$ cat config.mk
export PLATFORM = sky130hd
export DESIGN_NAME = fifo_umbral
export DESIGN_NICKNAME = d
export VERILOG_FILES = /design/src/rtl/fifo_umbral.sv
export SDC_FILE = /design/constraint.sdc
export NUM_CORES = 1
export LEC_CHECK = 0
export CORE_MARGIN = 3
export CORE_UTILIZATION = 55
export DETAILED_ROUTE_END_ITERATION = 10
export MAX_ROUTING_LAYER = met4
export PLACE_DENSITY = 0.75
export SLEW_MARGIN = 20
export SYNTH_ARGS = -nofsm -noshare
export SYNTH_HDL_FRONTEND = slang
export SYNTH_SLANG_ARGS = --single-unit
$ cat constraint.sdc
create_clock -name clk -period 3 [get_ports clk]
set_input_delay 0.6 -clock clk [delete_from_list [all_inputs] [get_ports clk]]
set_output_delay 0.6 -clock clk [all_outputs]
set_load 0.05 [all_outputs]
$ cat src/rtl/fifo_umbral.sv
// -----------------------------------------------------------------------------
// fifo_umbral
//   Synchronous FIFO with programmable low/high occupancy thresholds. It is the
//   buffer side of the threshold controller. Each channel has one instance. It
//   reports empty, full, almost-empty and almost-full from its occupancy count.
//
// Ports
//   clk           in   rising-edge clock
//   reset         in   synchronous, active-high reset
//   umbral_load   in   capture umbral_LH into the threshold registers
//   umbral_LH     in   packed thresholds: [3:0] low, [7:4] high
//   push          in   write data_in this cycle
//   data_in       in   write data
//   pop           in   read one word this cycle
//   data_out      out  registered read data (one-edge latency)
//   data_valid    out  data_out was updated by an accepted pop at the last edge
//   fifo_empty    out  count == 0
//   fifo_full     out  count == DEPTH
//   almost_empty  out  count <= low threshold
//   almost_full   out  count >= high threshold
//   count         out  number of stored words, 0..DEPTH
//   error         out  sticky overflow/underflow flag, cleared only by reset
// -----------------------------------------------------------------------------
module fifo_umbral #(
    parameter int DATA_WIDTH   = 6,
    parameter int ADDR_WIDTH   = 3,
    parameter int UMBRAL_WIDTH = 8
) (
    input  logic                    clk,
    input  logic                    reset,
    input  logic                    umbral_load,
    input  logic [UMBRAL_WIDTH-1:0] umbral_LH,
    input  logic                    push,
    input  logic [DATA_WIDTH-1:0]   data_in,
    input  logic                    pop,
    output logic [DATA_WIDTH-1:0]   data_out,
    output logic                    data_valid,
    output logic                    fifo_empty,
    output logic                    fifo_full,
    output logic                    almost_empty,
    output logic                    almost_full,
    output logic [ADDR_WIDTH:0]     count,
    output logic                    error
);

    localparam int DEPTH = 2 ** ADDR_WIDTH;
    localparam int TH_W  = UMBRAL_WIDTH / 2;
    // Threshold comparisons are done at the wider of the two operand widths.
    localparam int CMP_W = (TH_W > ADDR_WIDTH + 1) ? TH_W : ADDR_WIDTH + 1;

    logic [DATA_WIDTH-1:0] r_mem [DEPTH];
    logic [ADDR_WIDTH-1:0] r_wr_ptr;
    logic [ADDR_WIDTH-1:0] r_rd_ptr;
    logic [ADDR_WIDTH:0]   r_count;
    logic [DATA_WIDTH-1:0] r_data_out;
    logic                  r_data_valid;
    logic                  r_error;
    logic [TH_W-1:0]       r_low;
    logic [TH_W-1:0]       r_high;

    logic                  w_empty;
    logic                  w_full;
    logic                  w_push_ok;
    logic                  w_pop_ok;
    logic [CMP_W-1:0]      w_count_cmp;

    assign w_empty = (r_count == '0);
    assign w_full  = (r_count == (ADDR_WIDTH+1)'(DEPTH));

    // A push into a full FIFO is still accepted when a pop frees a slot at the
    // same edge. A pop is never served from a same-cycle push.
    assign w_push_ok = push && (!w_full || pop);
    assign w_pop_ok  = pop && !w_empty;

    // Storage. The memory has no reset because its contents are don't-care
    // until they have been written.
    // NOTE: memories are left out of the reset branch so they map onto plain RAM without a reset fan-out.
    always_ff @(posedge clk) begin
        if (w_push_ok && !reset) begin
            r_mem[r_wr_ptr] <= data_in;
        end
    end

    // Control and status state.
    // NOTE: sequential state uses non-blocking assignments so every register samples pre-edge values.
    always_ff @(posedge clk) begin
        if (reset) begin
            r_wr_ptr     <= '0;
            r_rd_ptr     <= '0;
            r_count      <= '0;
            r_data_out   <= '0;
            r_data_valid <= 1'b0;
            r_error      <= 1'b0;
            r_low        <= TH_W'(1);
            r_high       <= TH_W'(DEPTH - 1);
        end else begin
            if (umbral_load) begin
                r_low  <= umbral_LH[TH_W-1:0];
                r_high <= umbral_LH[2*TH_W-1:TH_W];
            end

            if (w_push_ok) begin
                r_wr_ptr <= r_wr_ptr + 1'b1;
            end

            // The memory read returns the old contents even if the same
            // address is written at this edge.
            if (w_pop_ok) begin
                r_data_out <= r_mem[r_rd_ptr];
                r_rd_ptr   <= r_rd_ptr + 1'b1;
            end
            r_data_valid <= w_pop_ok;

            case ({w_push_ok, w_pop_ok})
                2'b10:   r_count <= r_count + 1'b1;
                2'b01:   r_count <= r_count - 1'b1;
                default: r_count <= r_count;
            endcase

            if ((push && !w_push_ok) || (pop && !w_pop_ok)) begin
                r_error <= 1'b1;
            end
        end
    end

    assign w_count_cmp  = CMP_W'(r_count);

    assign data_out     = r_data_out;
    assign data_valid   = r_data_valid;
    assign count        = r_count;
    assign error        = r_error;
    assign fifo_empty   = w_empty;
    assign fifo_full    = w_full;
    assign almost_empty = (w_count_cmp <= CMP_W'(r_low));
    assign almost_full  = (w_count_cmp >= CMP_W'(r_high));

endmodule
==> impl_metrics.toml <==
[logic_synthesis]
synth_seq_area_share = 0.635
synth_area_per_cell_um2 = 14.0
synth_seq_cells = 74
synth_area_leaders = "edfxtp_1 47%, dfxtp_1 17%, mux4_2 8.7%, ha_1 5.3%, nor2_1 3.4%"
async_flop_share = 0
yosys_warnings = 0
postSynthCellCount = 221
syn_nets = 254
ys_types = 36
synth_top_area_share = 0.466
syn-cell-area_mm2 = 0.00309
synth_edf_count = 48
synth_top_area_cell = "edfxtp_1"
ys.flop_type = "edfxtp_1"

[pwr]
powerDensity_mw_per_mm2 = 858
peakVddDrop_v = 0.000648
switching_share = 0.367
seqPwrFrac = 0.394
power_frac_comb = 0.369
p_sw_mw = 1.19
internal_power_mw = 2.05
p_clk_frac = 0.237
p_leak_nw = 1.39

[sta]
timing.hold.ws_ns = 0.479
rsz0062_at_grt = "false"
hold_viol_final = 0
relSlewSlack = 0.556
fin_setup_tns_ns = 0
finClkSkew_ns = 0.00932
fmax_ghz = 0.369
drv_slew = 0
setup-violations-final = 0
timing.final.crit_share = 0.905
min_period_ns = 2.71
worstMarginPinSlew_ns = 0.665

[critical_path]
r2r-start = "count[1]"
end_kind = "primary output"
worstPathArrival_ns = 2.11
worstSetupStartpointType = "flop"
criticalPathCategory = "flop to primary output"
cpPeakStageDelay_ns = 0.82
path_cells = "or3_4, nor2_1, clkdlybuf4s50_1"
crit_start = "count[1]"
worst_ep_required_time_ns = 2.40
worstRegToRegCells = 8
crit_fanout = 9
crit_slowest_cell = "clkdlybuf4s50_1"

[placed_design]
gp_congestion = 0.768
port_buffers = 34
dp_cells = 329
hpwlAfterDp_um = 3740

[drt]
vias_per_cell = 5.32
remaining_drc_errors = 0
dr.first_iter.drc_count = 74
dr.pass1.iters = 4
final_antenna_net_count = 0
vias = 1835
wl_per_cell_um = 15.9
wl_um = 5480

[cells_and_area]
layout.cells.non_filler = 345
final_nets = 303
diodes = 0
syn2layout_area_growth_pct = 22.0
fillCellCount = 374
drive_gt1_frac = 0.160

[die]
die-height_um = 81.0
initial_utilization = 0.587
ios = 35
rows = 26
die_w_um = 81.0
coreArea_mm2 = 0.00527
fp.dieArea_mm2 = 0.00656

[grt]
antenna_found_initial = 0
grt_pass1_vias = 1769
grt_max_degree = 15
grt-ovfl-total = 0
grt_pass1_wl_um = 8760
grt_use_total = 0.193

[cts]
clock-root-buffer = "clkbuf_8"
clockBufferDepth = 2
clkTransAtPathRegs_ns = 0.08
cts_tree = "yes"
clock_latency_ns = 0.35
h-tree-depth = 3
post-cts-setup-buffers = 0
ctsResizeCount = 0
cts.sinks = 74
numCtsBuffers = 9
cts_hold_buffers = 0

[run_status]
run_status = "finished clean"

[run]
cap_violations = 0

[hold_path]
holdPathStages = 2
hp-start = "error"
hold_class = "flop to flop"
-- flip-flops by register name, summed over array words and instances (netlist names) --
| signal | cells |
|---|---|
| count | 4 |
| r_wr_ptr | 3 |
| r_low | 4 |
| r_rd_ptr | 3 |
| r_mem | 48 |
| r_high | 4 |
| data_out | 6 |
| data_valid | 1 |
| error | 1 |
-- power groups by stage --
stage               Clock [mW]  Combinational, mW  Sequential (mW)
CTS                      0.790               1.20             1.28
floorplan                    0              0.656             1.49
detailed placement           0               1.20             1.30
finish                   0.768               1.19             1.27
global route             0.831               1.30             1.29
global placement             0               1.19             1.30
-- synthesized netlist by cell type, types with 4 or more instances --
cell type	n
nand2_1	8
ha_1	13
o21ai_0	7
nor3_1	5
dfxtp_1	26
mux2i_1	8
xor2_1	4
nand2b_1	4
a21oi_1	6
o22ai_1	6
clkbuf_1	5
edfxtp_1	48
mux4_2	12
inv_1	12
nor2_1	28
-- stage by stage --
stage               utilization  instance area, um^2  worst slack [ns]  total power [mW]
finish                    0.716                 3770             0.286              3.23
global placement          0.677                 3570             0.189              2.48
floorplan                     -                 3090             0.174              2.15
global route              0.716                 3770             0.183              3.42
CTS                       0.716                 3770             0.255              3.27
detailed placement        0.677                 3570             0.136              2.49
-- placed cells by master, fill, tap and decap left out, types with 2 or more instances in the layout --
cell	n
a21o_1	3
a21oi_1	6
and2_1	2
buf_4	14
clkbuf_8	9
clkdlybuf4s50_1	32
clkinv_4	4
dfxtp_1	26
edfxtp_1	48
ha_1	13
inv_1	12
mux2i_1	8
mux4_2	12
nand2_1	8
nand2b_1	4
nand3_1	2
nor2_1	28
nor3_1	5
o211ai_1	3
o21a_1	2
o21ai_0	6
o22ai_1	6
xnor2_1	2
xor2_1	4
-- cell type report --
type | count | area [um^2] | share of cell area
clock inverters | 7 | 77.6 | 0.0206
inverters | 12 | 45.0 | 0.0119
well taps | 70 | 87.6 | 0.0232
multi-input cells | 127 | 1050 | 0.278
repair buffers | 46 | 425 | 0.113
flip-flops and latches | 74 | 1960 | 0.520
clock buffers | 9 | 124 | 0.0328
-- logic make-up (layout without fill, tap and decap cells) --
group / Yosys count / after routing / share of synthesized area
flip-flops: 74 / 74 / 0.635
AND/OR/NAND/NOR: 57 / 57 / 0.0862
AO/OA/AOI/OAI: 30 / 30 / 0.0639
multiplexers: 20 / 20 / 0.113
buffers and inverters: 20 / 74 / 0.0259
adder cells (fa/ha/maj): 14 / 14 / 0.0591
XOR/XNOR: 6 / 6 / 0.0170
-- path summary, 6_finish.rpt --
| path | end | slack [ns] |
|---|---|---|
| worst max-delay path | fifo_empty | 0.29 |
| worst min-delay path | error | 0.48 |
| worst max register to register | count[3] | 0.55 |
| worst min register to register | error | 0.48 |
-- routing by layer --
| metal | track usage | vias to the layer above | part of all wire |
|---|---|---|---|
| met5 | - | - | 0 |
| met1 | 0.236 | 863 | 0.45 |
| met3 | 0.0654 | 11 | 0.054 |
| met2 | 0.300 | 44 | 0.48 |
| met4 | 0.0659 | 0 | 0.015 |
| li1 | - | 917 | - |
-- worst max-delay path: cells and delay by family (launching register included) --
family,cells,cell delay [ns]
buf+inv,1,0.82
simple gates,2,0.54
flops,1,0.41
(Power assumes the default switching activity.)
